[src/rtl/map_ram_arbiter_if.sv]
`default_nettype none
// ============================================================================
// Module      : map_ram_arbiter_if
// Description : Bundle of the draw read port, the two game-logic write ports,
//               the clear-sweep handshake and the single-port map RAM port.
//               The arbiter uses the slave modport. The surrounding logic
//               (draw, game logic, RAM) uses the master modport.
// Revision    : 1.0 - initial release
// ============================================================================
interface map_ram_arbiter_if #(
    parameter int MAP_W  = 32,
    parameter int MAP_H  = 24,
    parameter int TILE_B = 3
) ();
    localparam int c_XB     = $clog2(MAP_W);
    localparam int c_YB     = $clog2(MAP_H);
    localparam int c_ADDR_B = $clog2(MAP_W * MAP_H);

    // draw read port
    logic                         vblank;
    logic                         rd_en;
    logic [c_XB-1:0]              rd_x;
    logic [c_YB-1:0]              rd_y;
    logic [TILE_B-1:0]            rd_data;
    logic                         rd_valid;

    // game-logic write ports, one entry per writer
    logic [1:0]                   wr_req;
    logic [1:0][c_XB-1:0]         wr_x;
    logic [1:0][c_YB-1:0]         wr_y;
    logic [1:0][TILE_B-1:0]       wr_tile;
    logic [1:0]                   wr_gnt;

    // clear sweep
    logic                         clr_req;
    logic                         clr_busy;
    logic                         clr_done;

    // map RAM port
    logic                         ram_en;
    logic                         ram_we;
    logic [c_ADDR_B-1:0]          ram_addr;
    logic [TILE_B-1:0]            ram_wdata;
    logic [TILE_B-1:0]            ram_rdata;

    modport slave (
        input  vblank, rd_en, rd_x, rd_y,
        input  wr_req, wr_x, wr_y, wr_tile,
        input  clr_req, ram_rdata,
        output rd_data, rd_valid, wr_gnt, clr_busy, clr_done,
        output ram_en, ram_we, ram_addr, ram_wdata
    );

    modport master (
        output vblank, rd_en, rd_x, rd_y,
        output wr_req, wr_x, wr_y, wr_tile,
        output clr_req, ram_rdata,
        input  rd_data, rd_valid, wr_gnt, clr_busy, clr_done,
        input  ram_en, ram_we, ram_addr, ram_wdata
    );
endinterface
`default_nettype wire

[src/rtl/map_ram_arbiter.sv]
`default_nettype none
// ============================================================================
// Module      : map_ram_arbiter
// Description : Owns the single-port map tile RAM. Draw reads have absolute
//               priority with a fixed latency of two cycles. Two writers are
//               served round-robin in write slots. A clear sweep fills the map
//               with the EMPTY tile code.
// Revision    : 1.0 - initial release
// ============================================================================
module map_ram_arbiter #(
    parameter int MAP_W        = 32,
    parameter int MAP_H        = 24,
    parameter int TILE_B       = 3,
    parameter int EMPTY_CODE   = 0,
    parameter int WR_IN_ACTIVE = 0
) (
    input  wire logic          clk,
    input  wire logic          rst_n,
    map_ram_arbiter_if.slave   bus
);
    localparam int c_XB     = $clog2(MAP_W);
    localparam int c_YB     = $clog2(MAP_H);
    localparam int c_ADDR_B = $clog2(MAP_W * MAP_H);

    localparam logic [c_ADDR_B-1:0] c_LAST   = c_ADDR_B'(MAP_W * MAP_H - 1);
    localparam logic [c_ADDR_B-1:0] c_MAP_WA = c_ADDR_B'(MAP_W);
    localparam logic [TILE_B-1:0]   c_EMPTY  = TILE_B'(EMPTY_CODE);
    localparam logic                c_WR_ACT = (WR_IN_ACTIVE != 0);

    typedef enum logic [0:0] {
        S_IDLE  = 1'b0,
        S_CLEAR = 1'b1
    } state_t;

    state_t               r_state;
    logic                 r_ptr;        // preferred writer for the next grant
    logic [c_ADDR_B-1:0]  r_clr_cnt;
    logic                 r_clr_busy;
    logic                 r_clr_done;
    logic                 r_ram_en;
    logic                 r_ram_we;
    logic [c_ADDR_B-1:0]  r_ram_addr;
    logic [TILE_B-1:0]    r_ram_wdata;
    logic                 r_rd_valid;

    logic                 w_slot;
    logic                 w_wr_ok;
    logic [1:0]           w_gnt;
    logic                 w_gnt_idx;
    logic [c_ADDR_B-1:0]  w_rd_addr;
    logic [c_ADDR_B-1:0]  w_wr_addr;

    // A write may use the RAM only when the draw pipeline is not reading
    // and the raster is in vblank (or active-video writes are enabled).
    assign w_slot  = !bus.rd_en && (bus.vblank || c_WR_ACT);

    // Grants are gated by reset and by a clear request arriving this cycle.
    assign w_wr_ok = rst_n && (r_state == S_IDLE) && w_slot && !bus.clr_req;

    // Round-robin pick: the preferred writer first, otherwise the other one.
    always_comb begin
        w_gnt = 2'b00;
        if (w_wr_ok) begin
            if (bus.wr_req[r_ptr]) begin
                w_gnt[r_ptr] = 1'b1;
            end else if (bus.wr_req[~r_ptr]) begin
                w_gnt[~r_ptr] = 1'b1;
            end
        end
    end

    assign w_gnt_idx = w_gnt[1];
    assign w_rd_addr = c_ADDR_B'(bus.rd_y) * c_MAP_WA + c_ADDR_B'(bus.rd_x);
    assign w_wr_addr = c_ADDR_B'(bus.wr_y[w_gnt_idx]) * c_MAP_WA
                     + c_ADDR_B'(bus.wr_x[w_gnt_idx]);

    // Arbitration FSM: registers the winning RAM access and runs the sweep.
    always_ff @(posedge clk or negedge rst_n) begin
        if (!rst_n) begin
            r_state     <= S_IDLE;
            r_ptr       <= 1'b0;
            r_clr_cnt   <= '0;
            r_clr_busy  <= 1'b0;
            r_clr_done  <= 1'b0;
            r_ram_en    <= 1'b0;
            r_ram_we    <= 1'b0;
            r_ram_addr  <= '0;
            r_ram_wdata <= '0;
            r_rd_valid  <= 1'b0;
        end else begin
            r_clr_done <= 1'b0;
            r_ram_en   <= 1'b0;
            r_ram_we   <= 1'b0;
            // RAM data returns one cycle after a read access was presented.
            r_rd_valid <= r_ram_en && !r_ram_we;

            if (bus.rd_en) begin
                r_ram_en   <= 1'b1;
                r_ram_addr <= w_rd_addr;
            end else if (|w_gnt) begin
                r_ram_en    <= 1'b1;
                r_ram_we    <= 1'b1;
                r_ram_addr  <= w_wr_addr;
                r_ram_wdata <= bus.wr_tile[w_gnt_idx];
                r_ptr       <= ~w_gnt_idx;
            end

            case (r_state)
                S_IDLE: begin
                    if (bus.clr_req) begin
                        r_state    <= S_CLEAR;
                        r_clr_cnt  <= '0;
                        r_clr_busy <= 1'b1;
                    end
                end
                S_CLEAR: begin
                    if (w_slot) begin
                        r_ram_en    <= 1'b1;
                        r_ram_we    <= 1'b1;
                        r_ram_addr  <= r_clr_cnt;
                        r_ram_wdata <= c_EMPTY;
                        if (r_clr_cnt == c_LAST) begin
                            r_state    <= S_IDLE;
                            r_clr_busy <= 1'b0;
                            r_clr_done <= 1'b1;
                        end else begin
                            r_clr_cnt <= r_clr_cnt + 1'b1;
                        end
                    end
                end
                default: r_state <= S_IDLE;
            endcase
        end
    end

    assign bus.wr_gnt    = w_gnt;
    assign bus.rd_data   = bus.ram_rdata;
    assign bus.rd_valid  = r_rd_valid;
    assign bus.clr_busy  = r_clr_busy;
    assign bus.clr_done  = r_clr_done;
    assign bus.ram_en    = r_ram_en;
    assign bus.ram_we    = r_ram_we;
    assign bus.ram_addr  = r_ram_addr;
    assign bus.ram_wdata = r_ram_wdata;

endmodule
`default_nettype wire
[src/flat_wrapper.sv]
// flat-port wrapper written by rule: the top's interface ports become plain ports
module map_ram_arbiter_flat 
#(
    parameter int MAP_W        = 32,
    parameter int MAP_H        = 24,
    parameter int TILE_B       = 3,
    parameter int EMPTY_CODE   = 0,
    parameter int WR_IN_ACTIVE = 0
)
  (clk, rst_n, bus_vblank, bus_rd_en, bus_rd_x, bus_rd_y, bus_wr_req, bus_wr_x, bus_wr_y, bus_wr_tile, bus_clr_req, bus_ram_rdata, bus_rd_data, bus_rd_valid, bus_wr_gnt, bus_clr_busy, bus_clr_done, bus_ram_en, bus_ram_we, bus_ram_addr, bus_ram_wdata);
  map_ram_arbiter_if #(.MAP_W(MAP_W), .MAP_H(MAP_H), .TILE_B(TILE_B)) bus_i ();
  input  wire logic clk;
  input  wire logic rst_n;
  input wire logic [$bits(bus_i.vblank)-1:0] bus_vblank;
  input wire logic [$bits(bus_i.rd_en)-1:0] bus_rd_en;
  input wire logic [$bits(bus_i.rd_x)-1:0] bus_rd_x;
  input wire logic [$bits(bus_i.rd_y)-1:0] bus_rd_y;
  input wire logic [$bits(bus_i.wr_req)-1:0] bus_wr_req;
  input wire logic [$bits(bus_i.wr_x)-1:0] bus_wr_x;
  input wire logic [$bits(bus_i.wr_y)-1:0] bus_wr_y;
  input wire logic [$bits(bus_i.wr_tile)-1:0] bus_wr_tile;
  input wire logic [$bits(bus_i.clr_req)-1:0] bus_clr_req;
  input wire logic [$bits(bus_i.ram_rdata)-1:0] bus_ram_rdata;
  output wire logic [$bits(bus_i.rd_data)-1:0] bus_rd_data;
  output wire logic [$bits(bus_i.rd_valid)-1:0] bus_rd_valid;
  output wire logic [$bits(bus_i.wr_gnt)-1:0] bus_wr_gnt;
  output wire logic [$bits(bus_i.clr_busy)-1:0] bus_clr_busy;
  output wire logic [$bits(bus_i.clr_done)-1:0] bus_clr_done;
  output wire logic [$bits(bus_i.ram_en)-1:0] bus_ram_en;
  output wire logic [$bits(bus_i.ram_we)-1:0] bus_ram_we;
  output wire logic [$bits(bus_i.ram_addr)-1:0] bus_ram_addr;
  output wire logic [$bits(bus_i.ram_wdata)-1:0] bus_ram_wdata;
  assign bus_i.vblank = bus_vblank;
  assign bus_i.rd_en = bus_rd_en;
  assign bus_i.rd_x = bus_rd_x;
  assign bus_i.rd_y = bus_rd_y;
  assign bus_i.wr_req = bus_wr_req;
  assign bus_i.wr_x = bus_wr_x;
  assign bus_i.wr_y = bus_wr_y;
  assign bus_i.wr_tile = bus_wr_tile;
  assign bus_i.clr_req = bus_clr_req;
  assign bus_i.ram_rdata = bus_ram_rdata;
  assign bus_rd_data = bus_i.rd_data;
  assign bus_rd_valid = bus_i.rd_valid;
  assign bus_wr_gnt = bus_i.wr_gnt;
  assign bus_clr_busy = bus_i.clr_busy;
  assign bus_clr_done = bus_i.clr_done;
  assign bus_ram_en = bus_i.ram_en;
  assign bus_ram_we = bus_i.ram_we;
  assign bus_ram_addr = bus_i.ram_addr;
  assign bus_ram_wdata = bus_i.ram_wdata;
  map_ram_arbiter #(.MAP_W(MAP_W), .MAP_H(MAP_H), .TILE_B(TILE_B), .EMPTY_CODE(EMPTY_CODE), .WR_IN_ACTIVE(WR_IN_ACTIVE)) u_core (.clk(clk), .rst_n(rst_n), .bus(bus_i));
endmodule
[config.mk]
export PLATFORM = sky130hd
export DESIGN_NAME = map_ram_arbiter_flat
export DESIGN_NICKNAME = d
export VERILOG_FILES = /design/src/rtl/map_ram_arbiter_if.sv /design/src/rtl/map_ram_arbiter.sv /design/src/flat_wrapper.sv
export SDC_FILE = /design/constraint.sdc
export NUM_CORES = 1
export LEC_CHECK = 0
export BUFFER_PORTS_ARGS = -buffer_cell sky130_fd_sc_hd__buf_2
export CAP_MARGIN = 10
export CORE_MARGIN = 2
export CORE_UTILIZATION = 51
export CTS_CLUSTER_DIAMETER = 60
export CTS_CLUSTER_SIZE = 20
export DETAILED_ROUTE_END_ITERATION = 6
export PLACE_DENSITY = 0.81
export SLEW_MARGIN = 20
export SYNTH_ARGS = -nofsm -noshare
export SYNTH_HDL_FRONTEND = slang
export SYNTH_SLANG_ARGS = --single-unit
[constraint.sdc]
create_clock -name clk -period 4.3 [get_ports clk]
set_input_delay 0.43 -clock clk [delete_from_list [all_inputs] [get_ports clk]]
set_output_delay 0.43 -clock clk [all_outputs]
set_load 0.005 [all_outputs]
# == Yosys cells after proc, flatten, opt, wreduce, memory -nomap -nowiden ==
# Index checks and enable logic that the tools add are counted.
# totals
ff_bits,30
in_bits,46
out_inout_bits,23
# classes
order_cmp,5
eq_ne,5
bitwise_logic,4
n_reduce_logical,14
addsub,3
n_mux,47
# ops
operator,n
$mux W10,7
$mux W1,22
$add A10 B5 Y10,2
$mux W5,4
$pmux W10 S2,1
$mux W3,6
$add A10 B1 Y10 const B,1
$eq A10 B10 Y1 const B,1
$ne A2 B2 Y1 const B,4
$logic_and A1 B1 Y1,7
$lt A1 B2 Y1 const B,3
$mux W2,3
$reduce_and A3 Y1,2
$not A1 Y1,4
$pmux W1 S2,2
$logic_not A1 Y1,3
$demux W1 S1,2
$ge A1 B1 Y1 const B,2
$reduce_and A2 Y1,1
$reduce_or A2 Y1,1

# == Depth between registers and ports, before layout ==
# Gate-level depths: netlist (run 1).
# logic_depth
ltp_word,15
depth_mapped,5

# == Worst setup path before layout (run 1) ==
# Ideal clock, no wire load.
# synth_timing
path_type,reg-to-output
start,register u_core.r_state
end,output bus_wr_gnt[0]
setup_slack_ns,2.438
t_arrival_ns,1.432
required_ns,3.870
n_path_buf,0
stages_incl_launch_ff,3
path_cell_list,dfrtp_1 or4b_4 a2111oi_2
# synth_via
elab_chain_len,5
# synth_rtl
item,line_no,source
from (decl),map_ram_arbiter.sv:35,state_t r_state;
from (signal assigned),map_ram_arbiter.sv:80,r_state <= S_IDLE;
from (signal assigned),map_ram_arbiter.sv:111,r_state <= S_CLEAR;
from (signal assigned),map_ram_arbiter.sv:123,r_state <= S_IDLE;
$not A1 Y1,map_ram_arbiter.sv:58,assign w_wr_ok = rst_n && (r_state == S_IDLE) && w_slot && !bus.clr_req;
$logic_and A1 B1 Y1 (3 in series),map_ram_arbiter.sv:58,
$mux W2,map_ram_arbiter.sv:63,if (w_wr_ok) begin
to (decl),flat_wrapper.sv:26,output wire logic [$bits(bus_i.wr_gnt)-1:0] bus_wr_gnt;
# Every way passes these cells.

# == Worst setup path in the final report (run 1) ==
# Same ends and word-level chain as after synthesis.

==> run metrics, run 1 <==
run status completed; Crit path max-delay family simple AND/OR/NAND/NOR gates; final hold vios 0; Die W 60.7 µm; critical path class flop to output port; gpl congestion 0.827; Setup crit end kind output port; H-tree depth 2; vias in the first global route 1,290; final WL 3870 µm; postcts setup bufs 0; final period utilization 56.6%; DIE AREA 0.00368 mm²; number of nets in the layout 261; WP buf/inv 1; Routed wire per std cell 14.9 µm; routed via count 1,468; post-synth cell types 39; Hold Path Class primary input to asynchronous set/reset pin; Warnings, synthesis 0; I/O Pins 69; IO Port Bufs 62; Root Driver clkbuf_4; DP Wirelength 2970 µm; Clk pin slew, worst setup/hold paths 100 ps; clk_skew 10.0 ps; insertion delay to the later sink of the worst-skew pair 330 ps; Resized Gates After CTS 0; crit-path cells or4b_4 > a2111oi_2 > buf_2; initial antenna violation count 0; die height 60.7 µm; initial core utilization 53.6%; residual DRC count 0; critical-path maximum fanout 7; RSZ-0062 raised after global routing no; Total GRT Usage 21.6%; area fraction of the dominant cell type after synthesis 45.8%; worst relative slew slack 38.3%; fin. max-slew vios 0; Levels on crit path 3; top post-synthesis cells by area dfrtp_1 46%, mux2i_1 9.2%, mux2_2 6.9%, a21oi_1 4.3%, o22ai_1 3.8%; Syn Std Cell Area 0.00164 mm²; Critical Path Slowest Stage Cell or4b_4; placed cell count 251; Antenna Violating Nets Remaining 0; number of synthesized register bits 30; Syn Nets 200; Mapped Avg Cell Area 10.7 µm²; CORE AREA 0.00305 mm²; R2R cell count 5; Max-cap violations 0; crit start category flop; Slew @ Worst Pin 918 ps; P per Cell Area 330 mW/mm²; fraction of layout instances using a drive strength above 1 41.9%; fillers 253; ANT cells 0; number of flops mapped to enable cells by yosys 0; # setup viols final 0; area growth from synthesis to layout 23.4%; Async SR Flop Fraction 100%; Seq/Total Area, Yosys 45.8%; drt pass-1 iters 4; hold slack 134 ps; clock sinks 30; peak supply drop 0.000197 V; Peak Freq 411 MHz; total grt overflow 0; first-pass GRT wire length 5840 µm; min Tclk post-route 2430 ps; CTS Buffer Depth 2; 1st-iter DRT viols 48; most frequent cell after synthesis dfrtp_1; leading area contributor after synthesis dfrtp_1; CTS tree done; Post-Syn Instances 153; TNS Setup 0 ps; Lkg Pwr 0.961 nW; largest net degree at the start of global routing 33; post-route insts no fill 259; row count 20; Post-CTS Hold Buffers 0; Critical Path Max Stage Delay 640 ps; CTS buffer count 5; most used flip-flop cell after synthesis dfrtp_1; synth cell count leaders 30 x dfrtp_1, 15 x mux2i_1, 14 x a21oi_1, 10 x mux2_2, 10 x o22ai_1; Worst EP arrival 2000 ps; via/cell ratio 5.67; Req. time, crit path 3870 ps
[power breakdown]
part,switching (mW),internal (mW)
Sequential,0.0405,0.317
Combinational,0.0652,0.0694
Clock,0.0962,0.0791
Total,0.202,0.466
[worst paths after layout]
kind                                     start                endpoint  slack [ps]
max                             u_core.r_state           bus_wr_gnt[0]        1870
min                                      rst_n     u_core.r_clr_cnt[7]         130
max reg2reg                u_core.r_clr_cnt[0]     u_core.r_clr_cnt[5]        2170
min reg2reg                  u_core.bus.ram_we     u_core.bus.rd_valid         430
max in group asynchronous                rst_n     u_core.bus.clr_done        3720
min in group clk                   bus_wr_y[5]  u_core.bus.ram_addr[5]         400
[cell families (layout without fill, tap and decap cells)]
kind of cell	Yosys count	count (layout)	synth area share (%)
compound gates	48	48	20.3
simple gates	34	34	12.3
flops	30	30	45.8
mux	25	25	16.0
buf+inv	14	76	4.20
fa+ha+maj	1	1	0.764
xor+xnor	1	1	0.535
[layer usage]
metal / GRT usage, % / part of all wire (%) / routed length, µm / up-vias
met2: 39.2 / 52 / 2030 / 64
met3: 4.05 / 7.3 / 282 / 5
li1: - / - / - / 703
met4: 8.39 / 1.2 / 46 / 0
met1: 25.2 / 39 / 1510 / 696
met5: 0 / 0 / 0 / -
[cells in the final DEF (no fill, tap or decap), types with 5 or more instances in the layout]
cell type and count:
buf_2 62, a21oi_1 14, o22ai_1 10, o21ai_0 7, clkbuf_4 5, mux2_2 10
nor2_1 8, nand3_1 6, inv_1 6, mux2i_1 15, dfrtp_1 30
[per-stage QoR]
step | setup WS [ps] | util [%] | power (mW) | area (µm²)
3_5_place_dp | 1960 | 64.1 | 0.498 | 1960
6_report | 1870 | 66.2 | 0.668 | 2020
3_3_place_gp | 2050 | 64.1 | 0.490 | 1960
4_1_cts | 1850 | 66.1 | 0.670 | 2020
5_1_grt | 1770 | 66.2 | 0.700 | 2020
2_1_floorplan | 2440 | - | 0.434 | 1640
[layout make-up]
class                   instances  area (µm²)  share of cell area (%)
inverters                       6        22.5                    1.11
clock inverters                 1        5.00                   0.248
flip-flops and latches         30         751                    37.2
clock buffers                   7        55.1                    2.72
well taps                      44        55.1                    2.72
multi-input cells             109         822                    40.7
repair buffers                 62         310                    15.4
[state kept, by name, indices dropped and copies added, names as in the netlist]
signal                cells
u_core.bus.clr_done       1
u_core.bus.ram_en         1
u_core.r_ptr              1
u_core.bus.ram_wdata      3
u_core.bus.ram_we         1
u_core.bus.clr_busy       1
u_core.r_state            1
u_core.bus.ram_addr      10
u_core.bus.rd_valid       1
u_core.r_clr_cnt         10
No activity file was read; power rests on OpenSTA's default activity.
==> run 2: changes to the inputs <==
CORE_UTILIZATION = 43   (was 51)
PLACE_DENSITY = 0.73   (was 0.81)
clock period = 2.1 ns   (was 4.3 ns; I/O delays follow)
==> run 2 against run 1 <==
Utilization shrank 7.8 points. Non-clock buffer count grew 9. Global-route usage shrank 3.2 points. Critical path type unchanged. Critical endpoint unchanged. Largest cell class unchanged.
==> run metrics, run 2 (same netlist as run 1, synthesis figures left out) <==
Worst EP arrival 1830 ps (-170 ps); clock sinks 30 (unchanged); critical path class flop to output port; I/O Pins 69 (unchanged); dpl cell area 0.00202 mm² (+3.3%); Psw 0.419 mW (+110%); Critical Path Max Stage Delay 580 ps (-60 ps); Setup crit end kind output port; cell area after layout 0.00214 mm² (+5.8%); run status completed; largest net degree at the start of global routing 27 (-18%); postcts setup bufs 0 (unchanged); peak supply drop 0.000443 V (+120%); CTS tree done; first-pass GRT wire length 6110 µm (+4.6%); Sw Share 28.2% (-2.0 points); hold slack 222 ps (+88.7 ps); Clk pin slew, worst setup/hold paths 60 ps (-40 ps); P per Cell Area 694 mW/mm² (+110%); Final Util 58.4% (-7.8 points); Internal 1.07 mW (+130%); die height 65.7 µm (+8.3%); vias in the first global route 1,429 (+11%); critical-path maximum fanout 7 (unchanged); Req. time, crit path 1890 ps (-1980 ps); ANT cells 0 (unchanged); clk_skew 4.61 ps (-5.43 ps); CTS Buffer Depth 2 (unchanged); drt pass-1 iters 4 (unchanged); routed via count 1,465 (-0.20%); CTS buffer count 5 (unchanged); gpl congestion 0.759 (-8.3%); sequential share of power 49.2% (-4.4 points); leading cell type in the layout, fill and taps excluded buf_2; IO Port Bufs 62 (unchanged); DIE AREA 0.00432 mm² (+17%); crit-path cells or4b_4 > a2111oi_4 > buf_2; final WL 3770 µm (-2.7%); initial antenna violation count 0 (unchanged); Max-cap violations 0 (unchanged); commonest non-fill, non-tap cells in the layout 62 x buf_2, 29 x dfrtp_1, 15 x mux2i_1; residual DRC count 0 (unchanged); crit start category flop; total power 1.48 mW (+120%); Antenna Violating Nets Remaining 0 (unchanged); min Tclk post-route 2040 ps; Critical Path Slowest Stage Cell or4b_4; Crit path max-delay family simple AND/OR/NAND/NOR gates; worst relative slew slack 74.3% (+36 points); 1st-iter DRT viols 31 (-35%); Clk pwr share 31.7% (+5.4 points); Slew @ Worst Pin 384 ps (-534 ps); final period utilization 97.4%; fraction of layout instances using a drive strength above 1 43.8% (+1.9 points); Root Driver clkbuf_8; H-tree depth 2 (unchanged); number of nets in the layout 270 (+3.4%); fin. max-slew vios 0 (unchanged); DP Wirelength 2890 µm (-2.9%); Peak Freq 489 MHz; row count 22 (+10%); WP buf/inv 1 (unchanged); Die W 65.7 µm (+8.3%); # setup viols final 0 (unchanged); Lkg Pwr 1.02 nW (+5.7%); area growth from synthesis to layout 30.5%; via/cell ratio 5.39 (-5.0%); initial core utilization 44.7% (-8.9 points); total grt overflow 0 (unchanged); combinational share of power 19.0% (-1.1 points); final hold vios 0 (unchanged); Total GRT Usage 18.4% (-3.2 points); CORE AREA 0.00366 mm² (+20%); Hold Path Class primary input to flop; insertion delay to the later sink of the worst-skew pair 280 ps (-50 ps); Routed wire per std cell 13.8 µm (-7.3%)
==> run 2: cell types whose count changed in the layout (fill, tap and decap cells not counted), sizes merged <==
| cell | previous run | this run |
|---|---|---|
| dlygate4sd3 | 0 | 1 |
| buf | 62 | 70 |
==> run 2: worst paths after layout <==
check	startpoint	to	slack (ps)	cells past startpoint
max	u_core.r_state	bus_wr_gnt[0]	60	3
min	bus_wr_y[8]	u_core.bus.ram_addr[8]	220	3
max reg2reg	u_core.r_state	u_core.bus.ram_wdata[1]	280	4
min reg2reg	u_core.bus.ram_we	u_core.bus.rd_valid	430	1
max in group asynchronous	rst_n	u_core.r_state	1240	3
min in group asynchronous	rst_n	u_core.bus.ram_wdata[1]	290	2
==> run 2: area by class of cell <==
cell class                 count  area, µm²
clock inverter                 1       5.00
inverter                       6       22.5
sequential                    30        752
timing repair buffer          71        380
fill                         344       1520
tap                           48       60.1
clock buffer                   7       86.3
multi-input combinational    109        831
==> run 2: what timing repair did <==
item                                   4_1_cts  5_1_grt
pin swaps                                    1        0
endpoints found under the hold margin        4        0
setup endpoints to repair                    1        1
resized for setup                            0        2
hold buffers                                 1        0
==> run 2: metal layers <==
metal / vias up / share of wire (%) / wire length (µm) / global-route usage [%]
met3: 4 / 7.0 / 265 / 4.97
met5: - / 0 / 0 / 0
met2: 55 / 50 / 1880 / 32.3
li1: 715 / - / - / -
met4: 0 / 1.1 / 43 / 7.29
met1: 691 / 42 / 1580 / 21.2
==> run 2: power by group through the flow <==
stage / clock network (mW) / registers [mW] / logic, mW
floorplan: 0 / 0.725 / 0.164
global placement: 0 / 0.740 / 0.275
detailed placement: 0 / 0.740 / 0.284
CTS: 0.475 / 0.731 / 0.286
global route: 0.503 / 0.745 / 0.322
finish: 0.471 / 0.731 / 0.282
==> run 2: metrics by stage <==
step	setup TNS (ps)	instances	setup slack, ps
floorplan	0	153	299
global placement	0	263	257
detailed placement	0	263	238
CTS	0	272	25.1
global route	-5.17	272	-5.17
finish	0	272	55.4
==> run 2: worst min-delay path, delay by kind of cell <==
kind | cells | cell delay (ps)
mux | 1 | 50
buf+inv | 1 | 70
compound gates | 1 | 120
